File: src/rtl/trng_sched_pkg.sv
// Shared types for the TRNG scheduler; the AXI wrapper imports this package
// to decode the state code reported on the status port.
package trng_sched_pkg;

  localparam int TRNG_WORD_W = 32;

  typedef enum logic [2:0] {
    ST_IDLE    = 3'd0,
    ST_WARMUP  = 3'd1,
    ST_WAIT    = 3'd2,
    ST_TRIG    = 3'd3,
    ST_CAPTURE = 3'd4,
    ST_FAULT   = 3'd5
  } trng_state_e;

endpackage

File: src/rtl/trng_fifo.sv
// Entropy word FIFO: synchronous push/pop/flush with a combinational head.
// Flush wins over a same-cycle push or pop.
module trng_fifo
  import trng_sched_pkg::*;
#(
  parameter int DEPTH = 8
) (
  input  logic                       clk_i,
  input  logic                       rst_ni,
  input  logic                       push_i,
  input  logic [TRNG_WORD_W-1:0]     data_i,
  input  logic                       pop_i,
  input  logic                       flush_i,
  output logic [TRNG_WORD_W-1:0]     head_o,
  output logic [$clog2(DEPTH):0]     level_o,
  output logic                       full_o,
  output logic                       empty_o
);

  localparam int PW = $clog2(DEPTH);

  logic [TRNG_WORD_W-1:0] mem_q [DEPTH];
  logic [PW-1:0]          wr_ptr_q, wr_ptr_d;
  logic [PW-1:0]          rd_ptr_q, rd_ptr_d;
  logic [PW:0]            level_q, level_d;
  logic                   do_push, do_pop;

  assign full_o  = (level_q == (PW+1)'(DEPTH));
  assign empty_o = (level_q == '0);
  assign head_o  = mem_q[rd_ptr_q];
  assign level_o = level_q;

  assign do_push = push_i && !flush_i && !full_o;
  assign do_pop  = pop_i && !flush_i && !empty_o;

  always_comb begin
    wr_ptr_d = wr_ptr_q;
    rd_ptr_d = rd_ptr_q;
    level_d  = level_q;
    if (flush_i) begin
      wr_ptr_d = '0;
      rd_ptr_d = '0;
      level_d  = '0;
    end else begin
      if (do_push) wr_ptr_d = wr_ptr_q + 1'b1;
      if (do_pop)  rd_ptr_d = rd_ptr_q + 1'b1;
      case ({do_push, do_pop})
        2'b10:   level_d = level_q + 1'b1;
        2'b01:   level_d = level_q - 1'b1;
        default: level_d = level_q;
      endcase
    end
  end

  always_ff @(posedge clk_i or negedge rst_ni) begin
    if (!rst_ni) begin
      wr_ptr_q <= '0;
      rd_ptr_q <= '0;
      level_q  <= '0;
    end else begin
      wr_ptr_q <= wr_ptr_d;
      rd_ptr_q <= rd_ptr_d;
      level_q  <= level_d;
    end
  end

  // Storage carries data only, so it is left out of reset.
  always_ff @(posedge clk_i) begin
    if (do_push) mem_q[wr_ptr_q] <= data_i;
  end

endmodule

File: src/rtl/trng_sched.sv
// TRNG sampler sequencer: warm-up, periodic triggers, capture into a FIFO shared
// by two round-robin consumers. Define TRNG_HEALTH_EN for the repetition check.
module trng_sched
  import trng_sched_pkg::*;
#(
  parameter int FIFO_DEPTH      = 8,
  parameter int WARMUP_CYCLES   = 1024,
  parameter int SAMPLE_INTERVAL = 64,
  parameter int CAPTURE_DELAY   = 2,
  parameter int REP_LIMIT       = 4
) (
  input  logic                        S_AXI_ACLK,
  input  logic                        S_AXI_ARESETN,
  input  logic                        cfg_enable,
  input  logic                        cfg_flush,
  input  logic                        trng_osc_running,
  input  logic [TRNG_WORD_W-1:0]      trng_random,
  output logic                        trng_enable,
  output logic                        trng_sample_trig,
  output logic                        trng_clear,
  input  logic                        c0_req,
  input  logic                        c1_req,
  output logic                        c0_ack,
  output logic                        c1_ack,
  output logic [TRNG_WORD_W-1:0]      rnd_data,
  output logic [$clog2(FIFO_DEPTH):0] fifo_level,
  output logic [2:0]                  state,
  output logic                        health_fail
);

  localparam int WARM_W = $clog2(WARMUP_CYCLES) + 1;
  localparam int INT_W  = $clog2(SAMPLE_INTERVAL) + 1;
  localparam int CAP_W  = $clog2(CAPTURE_DELAY) + 1;

  localparam logic [WARM_W-1:0] WARM_LAST = WARM_W'(WARMUP_CYCLES - 1);
  localparam logic [INT_W-1:0]  INT_LAST  = INT_W'(SAMPLE_INTERVAL - 1);
  localparam logic [CAP_W-1:0]  CAP_LAST  = CAP_W'(CAPTURE_DELAY - 1);

  trng_state_e          state_q, state_d;
  logic [WARM_W-1:0]    warm_cnt_q, warm_cnt_d;
  logic [INT_W-1:0]     int_cnt_q, int_cnt_d;
  logic [CAP_W-1:0]     cap_cnt_q, cap_cnt_d;
  logic                 enable_q, enable_d;
  logic                 trig_q, trig_d;
  logic                 clear_q, clear_d;
  logic                 rr_q, rr_d;
  logic                 push_w;
  logic                 fault_enter;
  logic                 flush_all;
  logic                 health_trip;
  logic                 arb_ok;
  logic                 fifo_full, fifo_empty;
  logic [TRNG_WORD_W-1:0] fifo_head;

  // Next-state and counter logic; a dropped enable overrides everything.
  always_comb begin
    state_d    = state_q;
    warm_cnt_d = warm_cnt_q;
    int_cnt_d  = int_cnt_q;
    cap_cnt_d  = cap_cnt_q;
    push_w     = 1'b0;
    case (state_q)
      ST_IDLE: begin
        warm_cnt_d = '0;
        if (cfg_enable) state_d = ST_WARMUP;
      end
      ST_WARMUP: begin
        if (warm_cnt_q == WARM_LAST) begin
          if (trng_osc_running) begin
            state_d   = ST_WAIT;
            int_cnt_d = '0;
          end
        end else begin
          warm_cnt_d = warm_cnt_q + 1'b1;
        end
      end
      ST_WAIT: begin
        if (int_cnt_q == INT_LAST) begin
          if (!fifo_full) state_d = ST_TRIG;
        end else begin
          int_cnt_d = int_cnt_q + 1'b1;
        end
      end
      ST_TRIG: begin
        state_d   = ST_CAPTURE;
        cap_cnt_d = '0;
      end
      ST_CAPTURE: begin
        if (cap_cnt_q == CAP_LAST) begin
          if (health_trip) begin
            state_d = ST_FAULT;
          end else begin
            push_w    = 1'b1;
            state_d   = ST_WAIT;
            int_cnt_d = '0;
          end
        end else begin
          cap_cnt_d = cap_cnt_q + 1'b1;
        end
      end
      ST_FAULT: state_d = ST_FAULT;
      default:  state_d = ST_IDLE;
    endcase
    if (!cfg_enable) begin
      state_d = ST_IDLE;
      push_w  = 1'b0;
    end
  end

  assign fault_enter = (state_d == ST_FAULT) && (state_q != ST_FAULT);
  assign flush_all   = cfg_flush || fault_enter;

  // Sampler controls are registered decodes of the next state.
  always_comb begin
    enable_d = (state_d == ST_WARMUP) || (state_d == ST_WAIT) ||
               (state_d == ST_TRIG)   || (state_d == ST_CAPTURE);
    trig_d   = (state_d == ST_TRIG);
    clear_d  = (state_q == ST_IDLE) && (state_d == ST_WARMUP);
  end

  // Round-robin: rr_q high means c1 has priority on a tie.
  always_comb begin
    arb_ok   = !fifo_empty && !flush_all;
    c0_ack   = arb_ok && c0_req && (!c1_req || !rr_q);
    c1_ack   = arb_ok && c1_req && (!c0_req || rr_q);
    rnd_data = (c0_ack || c1_ack) ? fifo_head : '0;
    rr_d     = rr_q;
    if (c0_ack)      rr_d = 1'b1;
    else if (c1_ack) rr_d = 1'b0;
  end

  always_ff @(posedge S_AXI_ACLK or negedge S_AXI_ARESETN) begin
    if (!S_AXI_ARESETN) begin
      state_q    <= ST_IDLE;
      warm_cnt_q <= '0;
      int_cnt_q  <= '0;
      cap_cnt_q  <= '0;
      enable_q   <= 1'b0;
      trig_q     <= 1'b0;
      clear_q    <= 1'b0;
      rr_q       <= 1'b0;
    end else begin
      state_q    <= state_d;
      warm_cnt_q <= warm_cnt_d;
      int_cnt_q  <= int_cnt_d;
      cap_cnt_q  <= cap_cnt_d;
      enable_q   <= enable_d;
      trig_q     <= trig_d;
      clear_q    <= clear_d;
      rr_q       <= rr_d;
    end
  end

  assign trng_enable      = enable_q;
  assign trng_sample_trig = trig_q;
  assign trng_clear       = clear_q;
  assign state            = state_q;

`ifdef TRNG_HEALTH_EN
  localparam int REP_W = $clog2(REP_LIMIT) + 1;

  logic [TRNG_WORD_W-1:0] prev_word_q;
  logic                   prev_vld_q;
  logic [REP_W-1:0]       rep_cnt_q, rep_next;
  logic                   health_fail_q;
  logic                   cap_done;

  assign cap_done = (state_q == ST_CAPTURE) && (cap_cnt_q == CAP_LAST) && cfg_enable;

  // Run length of identical words including the one being captured now.
  always_comb begin
    rep_next = REP_W'(1);
    if (prev_vld_q && (trng_random == prev_word_q))
      rep_next = (rep_cnt_q >= REP_W'(REP_LIMIT)) ? rep_cnt_q : rep_cnt_q + 1'b1;
  end

  assign health_trip = (rep_next >= REP_W'(REP_LIMIT));

  always_ff @(posedge S_AXI_ACLK or negedge S_AXI_ARESETN) begin
    if (!S_AXI_ARESETN) begin
      prev_vld_q    <= 1'b0;
      rep_cnt_q     <= '0;
      health_fail_q <= 1'b0;
    end else begin
      if (cap_done) begin
        prev_vld_q <= 1'b1;
        rep_cnt_q  <= rep_next;
      end
      if (fault_enter) health_fail_q <= 1'b1;
    end
  end

  always_ff @(posedge S_AXI_ACLK) begin
    if (cap_done) prev_word_q <= trng_random;
  end

  assign health_fail = health_fail_q;
`else
  assign health_trip = 1'b0;
  assign health_fail = 1'b0;
`endif

  trng_fifo #(
    .DEPTH (FIFO_DEPTH)
  ) u_fifo (
    .clk_i   (S_AXI_ACLK),
    .rst_ni  (S_AXI_ARESETN),
    .push_i  (push_w),
    .data_i  (trng_random),
    .pop_i   (c0_ack || c1_ack),
    .flush_i (flush_all),
    .head_o  (fifo_head),
    .level_o (fifo_level),
    .full_o  (fifo_full),
    .empty_o (fifo_empty)
  );

endmodule
File: config.mk
export PLATFORM = sky130hd
export DESIGN_NAME = trng_sched
export DESIGN_NICKNAME = d
export VERILOG_FILES = /design/src/rtl/trng_sched_pkg.sv /design/src/rtl/trng_fifo.sv /design/src/rtl/trng_sched.sv
export SDC_FILE = /design/constraint.sdc
export NUM_CORES = 1
export LEC_CHECK = 0
export CORE_MARGIN = 2
export CORE_UTILIZATION = 50
export CTS_BUF_LIST = sky130_fd_sc_hd__clkbuf_4
export CTS_CLUSTER_DIAMETER = 100
export DETAILED_ROUTE_END_ITERATION = 10
export PLACE_DENSITY = 0.75
export SETUP_SLACK_MARGIN = 0.3
export SYNTH_ARGS = -nofsm -noshare
export SYNTH_HDL_FRONTEND = slang
export SYNTH_SLANG_ARGS = --single-unit
File: constraint.sdc
create_clock -name S_AXI_ACLK -period 5.2 [get_ports S_AXI_ACLK]
set_input_delay 1.56 -clock S_AXI_ACLK [delete_from_list [all_inputs] [get_ports S_AXI_ACLK]]
set_output_delay 1.56 -clock S_AXI_ACLK [all_outputs]
set_load 0.02 [all_outputs]
== Word level (Yosys, flattened, before mapping) ==
Memories as Yosys holds them, arrays and structs flattened.
Cells that the tools add are included.
Storage, ports and cells
  memory bits (read-only): 0
  logic and storage cells: 108
  bits in latches: 0
  memories kept: 1
  bits in registers: 37
  output and inout port bits: 45
  RAM bits: 256
Memories
  u_fifo.mem_q: words 8, bits a word 32, rd ports 1, clocked after Yosys merged registers in 0, wr ports 1, RTL line trng_fifo.sv:22  | logic [TRNG_WORD_W-1:0] mem_q [DEPTH];
Cells by class
  add/subtract/negate cells: 7
  bitwise operators: 0
  magnitude comparators: 0
  multiply operators: 0
  eq/ne operators: 23
  muxes and demuxes: 30
  shift-type cells: 0
  div/mod/pow operators: 0
  reductions and logical operators: 36
Operators with widths (number)
  $mux 32: 1
  $mux 3: 10
  $mux 7: 4
  $pmux 11 s2: 1
  $pmux 7 s3: 1
  $pmux 3 s6: 1
  $eq 3x2->1 const B: 4
  $eq 3x3->1 const B: 4
  $ne 2x2->1 const B: 6
  $add 11x1->11 const B: 1
  $eq 11x10->1 const B: 1
  $logic_and 1x1->1: 11
  $mux 11: 1
  $reduce_bool 2->1: 5
  $pmux 4 s2: 1
  $add 7x1->7 const B: 1
  $eq 7x6->1 const B: 1
  $logic_or 1x1->1: 7
  $mux 1: 7
  $add 3x1->3 const B: 2
  $eq 3x1->1 const B: 2
  $logic_not 1->1: 6
  $reduce_bool 3->1: 2
  $reduce_and 5->1: 1
  other kinds (13): 15

== Logic depth before layout (Yosys ltp) ==
  word-level depth: 18
  mapped depth: 10
  gate-level depth less buffers: 10

== Cells and area by module ==
From an unflattened synthesis, not the netlist that was laid out.
Unflattened totals
  cell total of the unflattened synthesis: 657
  area total of the unflattened synthesis: 12064.1 um^2
Modules (own cells, without submodules)
  trng_fifo: seq. area each 7937.6 um^2, times used 1, cells an instance 455, area an instance 10298.6 um^2
  trng_sched: seq. area each 675.6 um^2, times used 1, cells an instance 202, area an instance 1765.4 um^2

== Worst setup path after synthesis ==
Ideal clock, no wire load.
  kind: in2reg
  start point: input cfg_enable
  end point: memory u_fifo.mem_q[4][0], enable pin
  path slack: -0.732 ns
  stages: 4
  data arrival time: 5.431 ns
  library setup time: 0.501 ns
  path through: inv_1 > a2111oi_4 > nand2_1 > nor4_1
On the way
  word-level cells in the longest chain between the ends: 9
Ends and longest elaborated chain
  from (decl): RTL line trng_sched.sv:14  | input logic cfg_enable,
  $mux 3: RTL line trng_sched.sv:104  | if (!cfg_enable) begin
  $eq 3x3->1: RTL line trng_sched.sv:110  | assign fault_enter = (state_d == ST_FAULT) && (state_q != ST_FAULT);
  $logic_and 1x1->1: RTL line trng_sched.sv:110
  $logic_or 1x1->1: RTL line trng_sched.sv:111  | assign flush_all = cfg_flush || fault_enter;
  $logic_not 1->1: RTL line trng_fifo.sv:33  | assign do_push = push_i && !flush_i && !full_o;
  $logic_and 1x1->1 * (2 in a row): RTL line trng_fifo.sv:33
  $mux 1 *: RTL line trng_fifo.sv:69  | if (do_push) mem_q[wr_ptr_q] <= data_i;
  $mux 1 (implied by the code) *: RTL line trng_fifo.sv:69
  to (decl): RTL line trng_fifo.sv:22
Mark *: on every way between the ends. The rest lies on a longest branch, timed or not.

== Worst setup path after layout ==
  start point: input c1_req
  end point: output c1_ack
On the way
  word-level cells in the longest chain between the ends: 2
Ends and longest elaborated chain
  from (decl): RTL line trng_sched.sv:22  | input logic c1_req,
  $logic_and 1x1->1 (2 in a row): RTL line trng_sched.sv:125  | c1_ack = arb_ok && c1_req && (!c0_req || rr_q);
  to (decl): RTL line trng_sched.sv:24  | output logic c1_ack,
Every way passes these cells.

==> flow_metrics.py <==
metrics = {
    "clocking": {
        "path_clk_slew_ps": 60,
        "cts_setup_buffers": 0,
        "cts_bufs_inserted": 74,
        "cts_hold_repair.buffers": 0,
        "cts.path.max_buffers": 3,
        "cts_repair_resize_count": 32,
        "clock-root-buffer": "sky130_fd_sc_hd__clkbuf_4",
        "clock_insertion_delay_worst_skew_ps": 690,
        "clock_sinks": 293,
        "clock_tree_from_tritoncts": "done",
        "htree_levels": 3,
    },
    "drt": {
        "avgRoutedWirePerCell_um": 20.1,
        "detail_route.iter0.violations": 487,
        "vias_per_instance": 5.47,
        "vias": 6292,
        "drt_first_pass_iters": 4,
        "residual_drc_count": 0,
        "route.antenna.remaining_nets": 0,
        "wl_um": 23100,
    },
    "global_routing": {
        "number_of_global_route_vias_before_repair": 6685,
        "globalRouteTotalUtil": 0.193,
        "overflow": 0,
        "maximum_number_of_pins_on_one_net_before_global_route_repair": 45,
        "antenna_violations_before_repair": 3,
        "grt_first_pass_wirelength_um": 35600,
        "global_route.peak_usage_layer": "met2",
        "groute.layer.met2.usage": 0.332,
        "grt_use_met3": 0.0496,
        "gr-usage-met1": 0.237,
    },
    "sta": {
        "achievable-frequency_ghz": 0.208,
        "rsz0062_at_grt": "yes",
        "hold_viol": 0,
        "period_minus_slack_ps": 4800,
        "setup-tns-final_ps": 0,
        "worst_pin_slew_ps": 1070,
        "timing.slew.headroom": 0.284,
        "final-setup-viol-count": 0,
        "timing.final.crit_share": 0.923,
        "finClkSkew_ps": 40.7,
        "maxSlewViolCount": 0,
    },
    "yosys": {
        "number_of_library_cell_types_mapped_by_synthesis": 49,
        "gate_count_of_the_mapped_netlist": 633,
        "synth_area_per_cell_um2": 18.6,
        "postSynthRegisterBits": 293,
        "synth_warnings": 0,
        "synth_async_sr_flop_share": 0.126,
        "yosys_most_used_dff": "sky130_fd_sc_hd__edfxtp_1",
        "mappedNetlistArea_um2": 11800,
        "syn-num-nets": 679,
        "portion_of_the_post_synthesis_area_used_by_sequential_elements": 0.732,
        "synth-edff-count": 256,
    },
    "power_and_ir_drop": {
        "p_per_area_nw_per_um2": 370,
        "leakage_power_figure_uw": 0.00477,
        "irDropWorstVdd_v": 0.000171,
    },
    "worst_hold_path": {
        "hold_path_depth": 1,
        "min-delay-path-class": "flop to flop",
        "hold_path_startpoint": "int_cnt_q[0]",
        "hold_path_end": "int_cnt_q[0]",
    },
    "die": {
        "floorplan.initialDensity": 0.506,
        "floorplan.die.height_um": 157,
        "dieWidth_um": 157,
        "floorplan.die_area_um2": 24800,
        "num_rows": 56,
        "fp.coreArea_um2": 23300,
        "top_level_ports": 84,
    },
    "setup_path": {
        "worst-endpoint-arrival_ps": 3240,
        "crit_required_ps": 3640,
        "crit_path_max_fanout": 2,
        "ff2ff_setup_slack_ps": 2110,
        "setup.worst_path.start_class": "input port",
        "worstSetupEndpointType": "output port",
        "regToRegEndpoint": "u_fifo.mem_q[7][13]",
        "crit-reg2reg-launch": "state[2]",
        "crit_type": "input port to output port",
        "worstRegToRegCells": 5,
        "startpoint": "c1_req",
    },
    "place": {
        "gpl.final_weighted_congestion": 0.780,
        "dp_cells": 1027,
        "port_buffers": 82,
        "detailed_place_hpwl_um": 13800,
    },
    "finish": {
        "most_common_cell_after_layout_fill_and_taps_aside": "sky130_fd_sc_hd__edfxtp_1",
        "area_delta_synth_final_pct": 19.1,
        "layout.cells.most_common_list": "256 x sky130_fd_sc_hd__edfxtp_1, 103 x sky130_fd_sc_hd__clkbuf_4, 64 x sky130_fd_sc_hd__mux4_2",
        "final-instance-count-excl-fill": 1151,
        "layout.nets": 830,
        "fraction_of_layout_instances_using_a_drive_strength_above_1": 0.256,
    },
    "job": {
        "cap_violations": 0,
    },
    "status": {
        "outcome": "finished, final reports clean",
    },
}
-- power by group --
group	leakage [µW]	switching (µW)	total, µW	internal, µW
sequential	0.00277	65.5	2650	2590
clock	0.000523	853	1820	962
combinational	0.00147	386	719	333
-- state kept, by name (all words and copies together) (netlist names), 2 cells and up --
register,cells
u_fifo.mem_q,256
warm_cnt_q,11
int_cnt_q,7
u_fifo.level_o,4
state,3
u_fifo.rd_ptr_q,3
u_fifo.wr_ptr_q,3
cap_cnt_q,2
-- routing by layer --
metal / wire, µm / vias up
met1: 9430 / 3209
met5: 30 / -
met2: 11900 / 174
met3: 1370 / 34
li1: - / 2871
met4: 352 / 4
-- critical path, stage by stage --
cell	delay, ps
sky130_fd_sc_hd__clkdlybuf4s50_1	480
sky130_fd_sc_hd__inv_1	60
sky130_fd_sc_hd__a2111oi_1	440
sky130_fd_sc_hd__clkdlybuf4s50_1	690
-- synthesized netlist by cell type, types with 2 or more instances --
library cell | instances | area share
sky130_fd_sc_hd__a211oi_1 | 2 | 0.0013
sky130_fd_sc_hd__and3_1 | 4 | 0.0021
sky130_fd_sc_hd__nor3b_1 | 3 | 0.0019
sky130_fd_sc_hd__xnor2_1 | 4 | 0.0030
sky130_fd_sc_hd__dfrtp_1 | 37 | 0.079
sky130_fd_sc_hd__and4_1 | 2 | 0.0015
sky130_fd_sc_hd__mux2i_1 | 35 | 0.030
sky130_fd_sc_hd__nor3_1 | 10 | 0.0043
sky130_fd_sc_hd__a21oi_1 | 11 | 0.0047
sky130_fd_sc_hd__and2_1 | 4 | 0.0021
sky130_fd_sc_hd__nor4_1 | 3 | 0.0016
sky130_fd_sc_hd__o21ai_0 | 10 | 0.0043
sky130_fd_sc_hd__o31ai_1 | 3 | 0.0019
sky130_fd_sc_hd__mux2_2 | 2 | 0.0019
sky130_fd_sc_hd__a21boi_0 | 3 | 0.0019
sky130_fd_sc_hd__o21a_1 | 3 | 0.0019
sky130_fd_sc_hd__buf_1 | 8 | 0.0026
sky130_fd_sc_hd__nand3_1 | 4 | 0.0017
sky130_fd_sc_hd__nand3b_1 | 5 | 0.0032
sky130_fd_sc_hd__buf_2 | 7 | 0.0030
sky130_fd_sc_hd__a2111oi_0 | 2 | 0.0015
sky130_fd_sc_hd__buf_4 | 2 | 0.0013
sky130_fd_sc_hd__or3_1 | 3 | 0.0016
sky130_fd_sc_hd__ha_1 | 7 | 0.0074
sky130_fd_sc_hd__nand2b_1 | 3 | 0.0016
sky130_fd_sc_hd__nor2_1 | 58 | 0.019
sky130_fd_sc_hd__nor2b_1 | 7 | 0.0037
sky130_fd_sc_hd__mux4_2 | 64 | 0.12
sky130_fd_sc_hd__a31oi_1 | 7 | 0.0037
sky130_fd_sc_hd__edfxtp_1 | 256 | 0.65
sky130_fd_sc_hd__inv_1 | 15 | 0.0048
sky130_fd_sc_hd__nand4_1 | 4 | 0.0021
sky130_fd_sc_hd__clkbuf_1 | 13 | 0.0041
sky130_fd_sc_hd__xor2_1 | 8 | 0.0060
sky130_fd_sc_hd__nand2_1 | 10 | 0.0032
-- worst max path at each step --
stage | to | slack (ps) | cells past startpoint
6_report | c1_ack | 400 | 4
5_1_grt | c0_ack | 300 | 4
4_1_cts | c1_ack | 320 | 4
3_5_place_dp | rnd_data[0] | 140 | 6
3_3_place_gp | rnd_data[0] | 170 | 6
2_1_floorplan | u_fifo.mem_q[4][0] | 590 | 4
-- final cells by class --
class | instances | area, µm²
fillers | 1714 | 9250
diodes | 1 | 2.50
inverters | 15 | 56.3
well taps | 319 | 399
flip-flops and latches | 293 | 8620
clock buffers | 103 | 773
repair buffers | 105 | 1010
multi-input cells | 295 | 3030
clock inverters | 20 | 119
-- cells by family (layout without fill, tap and decap cells) --
family / count (synthesis) / after routing / share of synthesized area
compound gates: 51 / 51 / 0.0300
flops: 293 / 293 / 0.732
other cells: 1 / 2 / 0.000319
buf+inv: 45 / 243 / 0.0157
simple gates: 122 / 122 / 0.0504
mux: 102 / 102 / 0.155
xor+xnor: 12 / 12 / 0.00893
fa+ha+maj: 7 / 7 / 0.00744
-- stage by stage --
stage | worst slack (ps) | power, µW | instance area (µm²) | hold WS, ps | utilization
after floorplan | 589 | 3160 | 11800 | 477 | -
after global placement | 169 | 3440 | 13200 | 494 | 0.566
after detailed placement | 136 | 3470 | 13200 | 518 | 0.566
after CTS | 320 | 5260 | 14000 | 527 | 0.602
after global routing | 296 | 5430 | 14000 | 542 | 0.602
final | 400 | 5190 | 14000 | 529 | 0.602
(Power assumes the default switching activity.)
